$ cat src/rtl/jump_pkg.sv
// jump_pkg: condition codes and flag bit positions shared by the jump resolver
package jump_pkg;
  typedef enum logic [3:0] {
    COND_ALWAYS = 4'd0,
    COND_NEVER  = 4'd1,
    COND_Z      = 4'd2,
    COND_NZ     = 4'd3,
    COND_S      = 4'd4,
    COND_NS     = 4'd5,
    COND_C      = 4'd6,
    COND_NC     = 4'd7,
    COND_V      = 4'd8,
    COND_NV     = 4'd9,
    COND_LT     = 4'd10,
    COND_GE     = 4'd11,
    COND_ULE    = 4'd12,
    COND_UGT    = 4'd13,
    COND_DJNZ   = 4'd14,
    COND_RSVD   = 4'd15
  } cond_e;
  localparam int FLAG_S = 3;
  localparam int FLAG_Z = 2;
  localparam int FLAG_C = 1;
  localparam int FLAG_V = 0;
endpackage

$ cat src/rtl/cond_eval.sv
// cond_eval: maps {S,Z,C,V} flags and a condition code to a taken decision
module cond_eval
  import jump_pkg::*;
(
  input  logic [3:0] i_flags,
  input  logic [3:0] i_cond,
  input  logic       i_djnz_nz,
  output logic       o_taken
);
  logic s, z, c, v;
  always_comb begin
    s = i_flags[FLAG_S];
    z = i_flags[FLAG_Z];
    c = i_flags[FLAG_C];
    v = i_flags[FLAG_V];
    o_taken = 1'b0;
    case (cond_e'(i_cond))
      COND_ALWAYS: o_taken = 1'b1;
      COND_NEVER:  o_taken = 1'b0;
      COND_Z:      o_taken = z;
      COND_NZ:     o_taken = ~z;
      COND_S:      o_taken = s;
      COND_NS:     o_taken = ~s;
      COND_C:      o_taken = c;
      COND_NC:     o_taken = ~c;
      COND_V:      o_taken = v;
      COND_NV:     o_taken = ~v;
      COND_LT:     o_taken = s ^ v;
      COND_GE:     o_taken = ~(s ^ v);
      COND_ULE:    o_taken = ~c | z;
      COND_UGT:    o_taken = c & ~z;
      COND_DJNZ:   o_taken = i_djnz_nz;
      default:     o_taken = 1'b0;
    endcase
  end
endmodule

$ cat src/rtl/jump_resolver.sv
// jump_resolver: ALU flag register, loop counters and a registered jump decision
module jump_resolver
  import jump_pkg::*;
#(
  parameter int DATA_W   = 16,
  parameter int NUM_LOOP = 4,
  parameter int LOOP_W   = 16
) (
  input  logic                        i_clk,
  input  logic                        i_rst,
  input  logic                        i_flag_we,
  input  logic [DATA_W-1:0]           i_result,
  input  logic                        i_carry,
  input  logic                        i_overflow,
  input  logic                        i_req_valid,
  output logic                        o_req_ready,
  input  logic [3:0]                  i_cond,
  input  logic [$clog2(NUM_LOOP)-1:0] i_loop_sel,
  input  logic                        i_loop_load,
  input  logic [LOOP_W-1:0]           i_loop_val,
  output logic                        o_resp_valid,
  input  logic                        i_resp_ready,
  output logic                        o_taken,
  output logic [3:0]                  o_flags
);
  localparam int SEL_W = $clog2(NUM_LOOP);
  logic [3:0]        flags_q, flags_d, new_flags;
  logic [LOOP_W-1:0] cnt_q [NUM_LOOP];
  logic [LOOP_W-1:0] cnt_d [NUM_LOOP];
  logic [LOOP_W-1:0] cnt_dec;
  logic              resp_valid_q, resp_valid_d, taken_q, taken_d;
  logic              accept, djnz, taken_c;
  cond_eval u_cond_eval (
    .i_flags   (flags_d),
    .i_cond    (i_cond),
    .i_djnz_nz (|cnt_dec),
    .o_taken   (taken_c)
  );
  // flags_d doubles as the bypass path: a same-cycle flag write is seen by the decision
  always_comb begin
    new_flags = {i_result[DATA_W-1], ~|i_result, i_carry, i_overflow};
    flags_d = i_flag_we ? new_flags : flags_q;
    o_req_ready = ~resp_valid_q | i_resp_ready;
    accept = i_req_valid & o_req_ready;
    djnz = accept & (i_cond == COND_DJNZ);
    cnt_dec = cnt_q[i_loop_sel] - LOOP_W'(1);
    for (int k = 0; k < NUM_LOOP; k++)
      cnt_d[k] = (i_loop_load && i_loop_sel == SEL_W'(k)) ? i_loop_val :
                 (djnz && i_loop_sel == SEL_W'(k)) ? cnt_dec : cnt_q[k];
    resp_valid_d = accept | (resp_valid_q & ~i_resp_ready);
    taken_d = accept ? taken_c : taken_q;
  end
  always_ff @(posedge i_clk) begin
    if (i_rst) begin
      flags_q <= '0;
      resp_valid_q <= 1'b0;
      taken_q <= 1'b0;
      for (int k = 0; k < NUM_LOOP; k++) cnt_q[k] <= '0;
    end else begin
      flags_q <= flags_d;
      resp_valid_q <= resp_valid_d;
      taken_q <= taken_d;
      for (int k = 0; k < NUM_LOOP; k++) cnt_q[k] <= cnt_d[k];
    end
  end
  assign o_resp_valid = resp_valid_q;
  assign o_taken = taken_q;
  assign o_flags = flags_q;
endmodule

$ cat config.mk
export PLATFORM = sky130hd
export DESIGN_NAME = jump_resolver
export DESIGN_NICKNAME = d
export VERILOG_FILES = /design/src/rtl/jump_pkg.sv /design/src/rtl/cond_eval.sv /design/src/rtl/jump_resolver.sv
export SDC_FILE = /design/constraint.sdc
export NUM_CORES = 1
export LEC_CHECK = 0
export ABC_AREA = 1
export ABC_CLOCK_PERIOD_IN_PS = 3200
export CAP_MARGIN = 0
export CORE_UTILIZATION = 40
export DETAILED_ROUTE_END_ITERATION = 6
export DONT_BUFFER_PORTS = 1
export GPL_TIMING_DRIVEN = 1
export PLACE_DENSITY = 0.64
export SLEW_MARGIN = 20
export SYNTH_ARGS = -nofsm -noshare
export SYNTH_HDL_FRONTEND = slang
export SYNTH_HIERARCHICAL = 1
export SYNTH_SLANG_ARGS = --single-unit
$ cat constraint.sdc
create_clock -name i_clk -period 3.2 [get_ports i_clk]
set_input_delay 0.32 -clock i_clk [delete_from_list [all_inputs] [get_ports i_clk]]
set_output_delay 0.32 -clock i_clk [all_outputs]
set_load 0.01 [all_outputs]
==> flow_summary.ini <==
[status]
outcome = finished, final reports clean

[yosys]
synth_common_cells = nand2_1, inv_1, a21oi_1, edfxtp_1, nand3_1
synth_ff_type = edfxtp_1
synth.distinct_cells = 31
synth_area_leaders = edfxtp_1, nand2_1, inv_1, a21oi_1, nand3_1
seq_area_frac_synth = 0.4061
yosys_warnings = 6
syn-num-nets = 775
postSynth.asyncResetShare = 0
synth.most_common_cell = nand2_1
synth.avg_cell_area_um2 = 6.917
synth_edf_count = 64
synth_area_leader_cell = edfxtp_1
synth_seq_cells = 70
syn_area_um2 = 5029
synthesis.instances = 727
synth_top_area_frac = 0.3822

[drt]
first_iter_violations = 361
via_per_inst = 5.236
via_count = 4728
drc = 0
ant_nets = 0
drt_first_pass_iters = 5
wl_per_cell_um = 16.14
wirelength_um = 14570

[floorplanning]
initial_utilization = 0.4152
rows = 40
dieWidth_um = 114.1
dieArea_um2 = 13020
ios = 53
die_h_um = 114.1
core_um2 = 12110

[clock_tree]
cts_max_path_buffers = 2
path_clk_slew_ns = 0.05
htreeDepth = 3
post_cts_buffers = 0
numClockSinks = 70
cts-root-buf = clkbuf_16
cts_tree = yes
post_cts_resized = 0
insertion_delay_ns = 0.35
hold_buffers = 0
cts_made_buffers = 9

[place]
postPlaceCellArea_um2 = 5199
gp_congestion = 0.9617
port_buffers = 0
place_hpwl_um = 10360
dp.cells = 887

[global_route]
grt_usage = 0.2408
antenna_found_initial = 0
grt.overflow.total = 0
busiest_layer = met2
use_met1 = 0.3024
grt_max_degree = 44
first_global_vias = 4466
grt_pass1_wl_um = 23190
met2_usage = 0.3960
grtUsageMet3 = 0.04870

[critical_path]
crit_type = flop to flop
cp.required_ns = 3.44
rrSetupSlack_ns = 0.68
r2r_start = cnt_q[3][0]
endpoint_kind = flop
worst_r2r_path_depth = 17
crit_fanout = 8
timing.rr.end = o_taken
setup.worst_path.start_class = flop
arrival_ns = 2.75

[final_layout]
final_util = 0.4546
nFillCells = 1239
area_growth_pct = 9.505
antenna_cells = 0
layout.cells.non_filler = 903
nNetsFinal = 778
drive_gt1_frac = 0.09796
final_area_um2 = 5507

[sta]
min_period_over_period = 0.7860
fmax_ghz = 0.3976
skew_ns = 0.004982
grt_setup_unrepaired = false
setup_viol = 0
finalCriticalPeriod_ns = 2.515
tightest_slew_ns = 0.5898
finalHoldViolations = 0
setup-tns-final_ns = 0
maxSlewViolCount = 0
max-slew-margin-rel = 0.6064

[power_and_ir_drop]
max-vdd-ir-drop_mv = 0.2417
powerDensity_nw_per_um2 = 465.4
static-leakage-power_uw = 0.002978
p_total_uw = 2563

[hold_path]
whs_endpoint = o_flags[1]
min_from = i_rst
holdPathStages = 1
hold_class = input port to flop

[flow_run]
drv_cap = 0
==> per-layer routing <==
layer  part of all wire  up-vias  wire, um
li1                   -     2331         -
met1               0.43     2141      6262
met2               0.46      224      6661
met3              0.075       32      1090
met4              0.038        0       558
met5                  0        -         0
==> cell usage in the layout (no fill, tap or decap), types with 2 or more instances in the layout <==
| cell | synthesis | final |
|---|---|---|
| nand2_1 | 240 | 240 |
| inv_1 | 107 | 107 |
| a21oi_1 | 64 | 64 |
| edfxtp_1 | 64 | 64 |
| nand3_1 | 56 | 56 |
| nor2_1 | 52 | 52 |
| o21ai_0 | 35 | 35 |
| buf_4 | 0 | 19 |
| o21ai_1 | 18 | 18 |
| nor2_2 | 15 | 15 |
| clkbuf_16 | 0 | 9 |
| nand2_2 | 7 | 7 |
| inv_2 | 6 | 6 |
| nor2_4 | 6 | 6 |
| dfxtp_1 | 6 | 6 |
| nor4_1 | 3 | 3 |
| a211oi_1 | 3 | 3 |
| clkbuf_8 | 0 | 3 |
| clkbuf_1 | 7 | 3 |
| nor3_1 | 2 | 2 |
| nand3_2 | 2 | 2 |
| nand4_1 | 2 | 2 |
| o211ai_1 | 2 | 2 |
| ha_1 | 2 | 2 |
==> worst max-delay path, stage by stage, from the launching register on <==
cell and delay, ns:
edfxtp_1 0.37, nand2_1 0.08, nand2_1 0.08, nor2_4 0.22, ha_1 0.30, nand3_4 0.13, nor2_2 0.14, nand4_1 0.09
nand2_1 0.18, nand2_1 0.09, nor2_1 0.14, nand3_1 0.11, nand3_1 0.10, nand2_1 0.05, nor2_1 0.09, nand3_1 0.08
nand3_1 0.08, a21oi_1 0.06
==> power breakdown <==
part	total, uW	switching, uW	internal, uW
Combinational	447	323	124
Sequential	1080	24.1	1060
Clock	1040	369	668
Total	2560	716	1850
==> final cells by class <==
| class | count | area, um2 | area share |
|---|---|---|---|
| Timing Repair Buffer | 19 | 142.6 | 0.02590 |
| Multi-Input combinational cell | 515 | 2370 | 0.4304 |
| Inverter | 115 | 434.2 | 0.07885 |
| Tap cell | 168 | 210.2 | 0.03817 |
| Clock inverter | 1 | 30.03 | 0.005453 |
| Sequential cell | 70 | 2042 | 0.3708 |
| Clock buffer | 15 | 277.8 | 0.05044 |
==> metrics by stage <==
step / hold WS (ns) / setup slack [ns]
after detailed placement: 0.3925 / 0.4896
after global routing: 0.02769 / 0.4247
after floorplan: 0.3891 / 0.8831
after global placement: 0.3902 / 0.5925
final: 0.03661 / 0.6849
after CTS: 0.02721 / 0.6969
==> worst max path at each step <==
stage                  start       to  slack (ns)  cells after the start
2_1_floorplan  i_loop_sel[0]  o_taken        0.88                     22
3_3_place_gp   i_loop_sel[0]  o_taken        0.59                     19
3_5_place_dp   i_loop_sel[0]  o_taken        0.49                     19
4_1_cts          cnt_q[3][0]  o_taken        0.70                     17
5_1_grt          cnt_q[3][0]  o_taken        0.42                     17
6_report         cnt_q[3][0]  o_taken        0.68                     17
==> state kept, by name, indices dropped and copies added (netlist names) <==
register / count
o_taken: 1
o_flags: 4
o_resp_valid: 1
cnt_q: 64
==> cell families (layout without fill, tap and decap cells) <==
family	count (synthesis)	in the layout	share of synthesized area
buffers and inverters	142	150	0.1227
adders and majority gates	2	2	0.004976
and+or+nand+nor	387	387	0.3317
xor gates and xnor gates	1	1	0.001742
DFF	70	70	0.4061
AOI/OAI and AO/OA	125	125	0.1329
(Power assumes the default switching activity.)
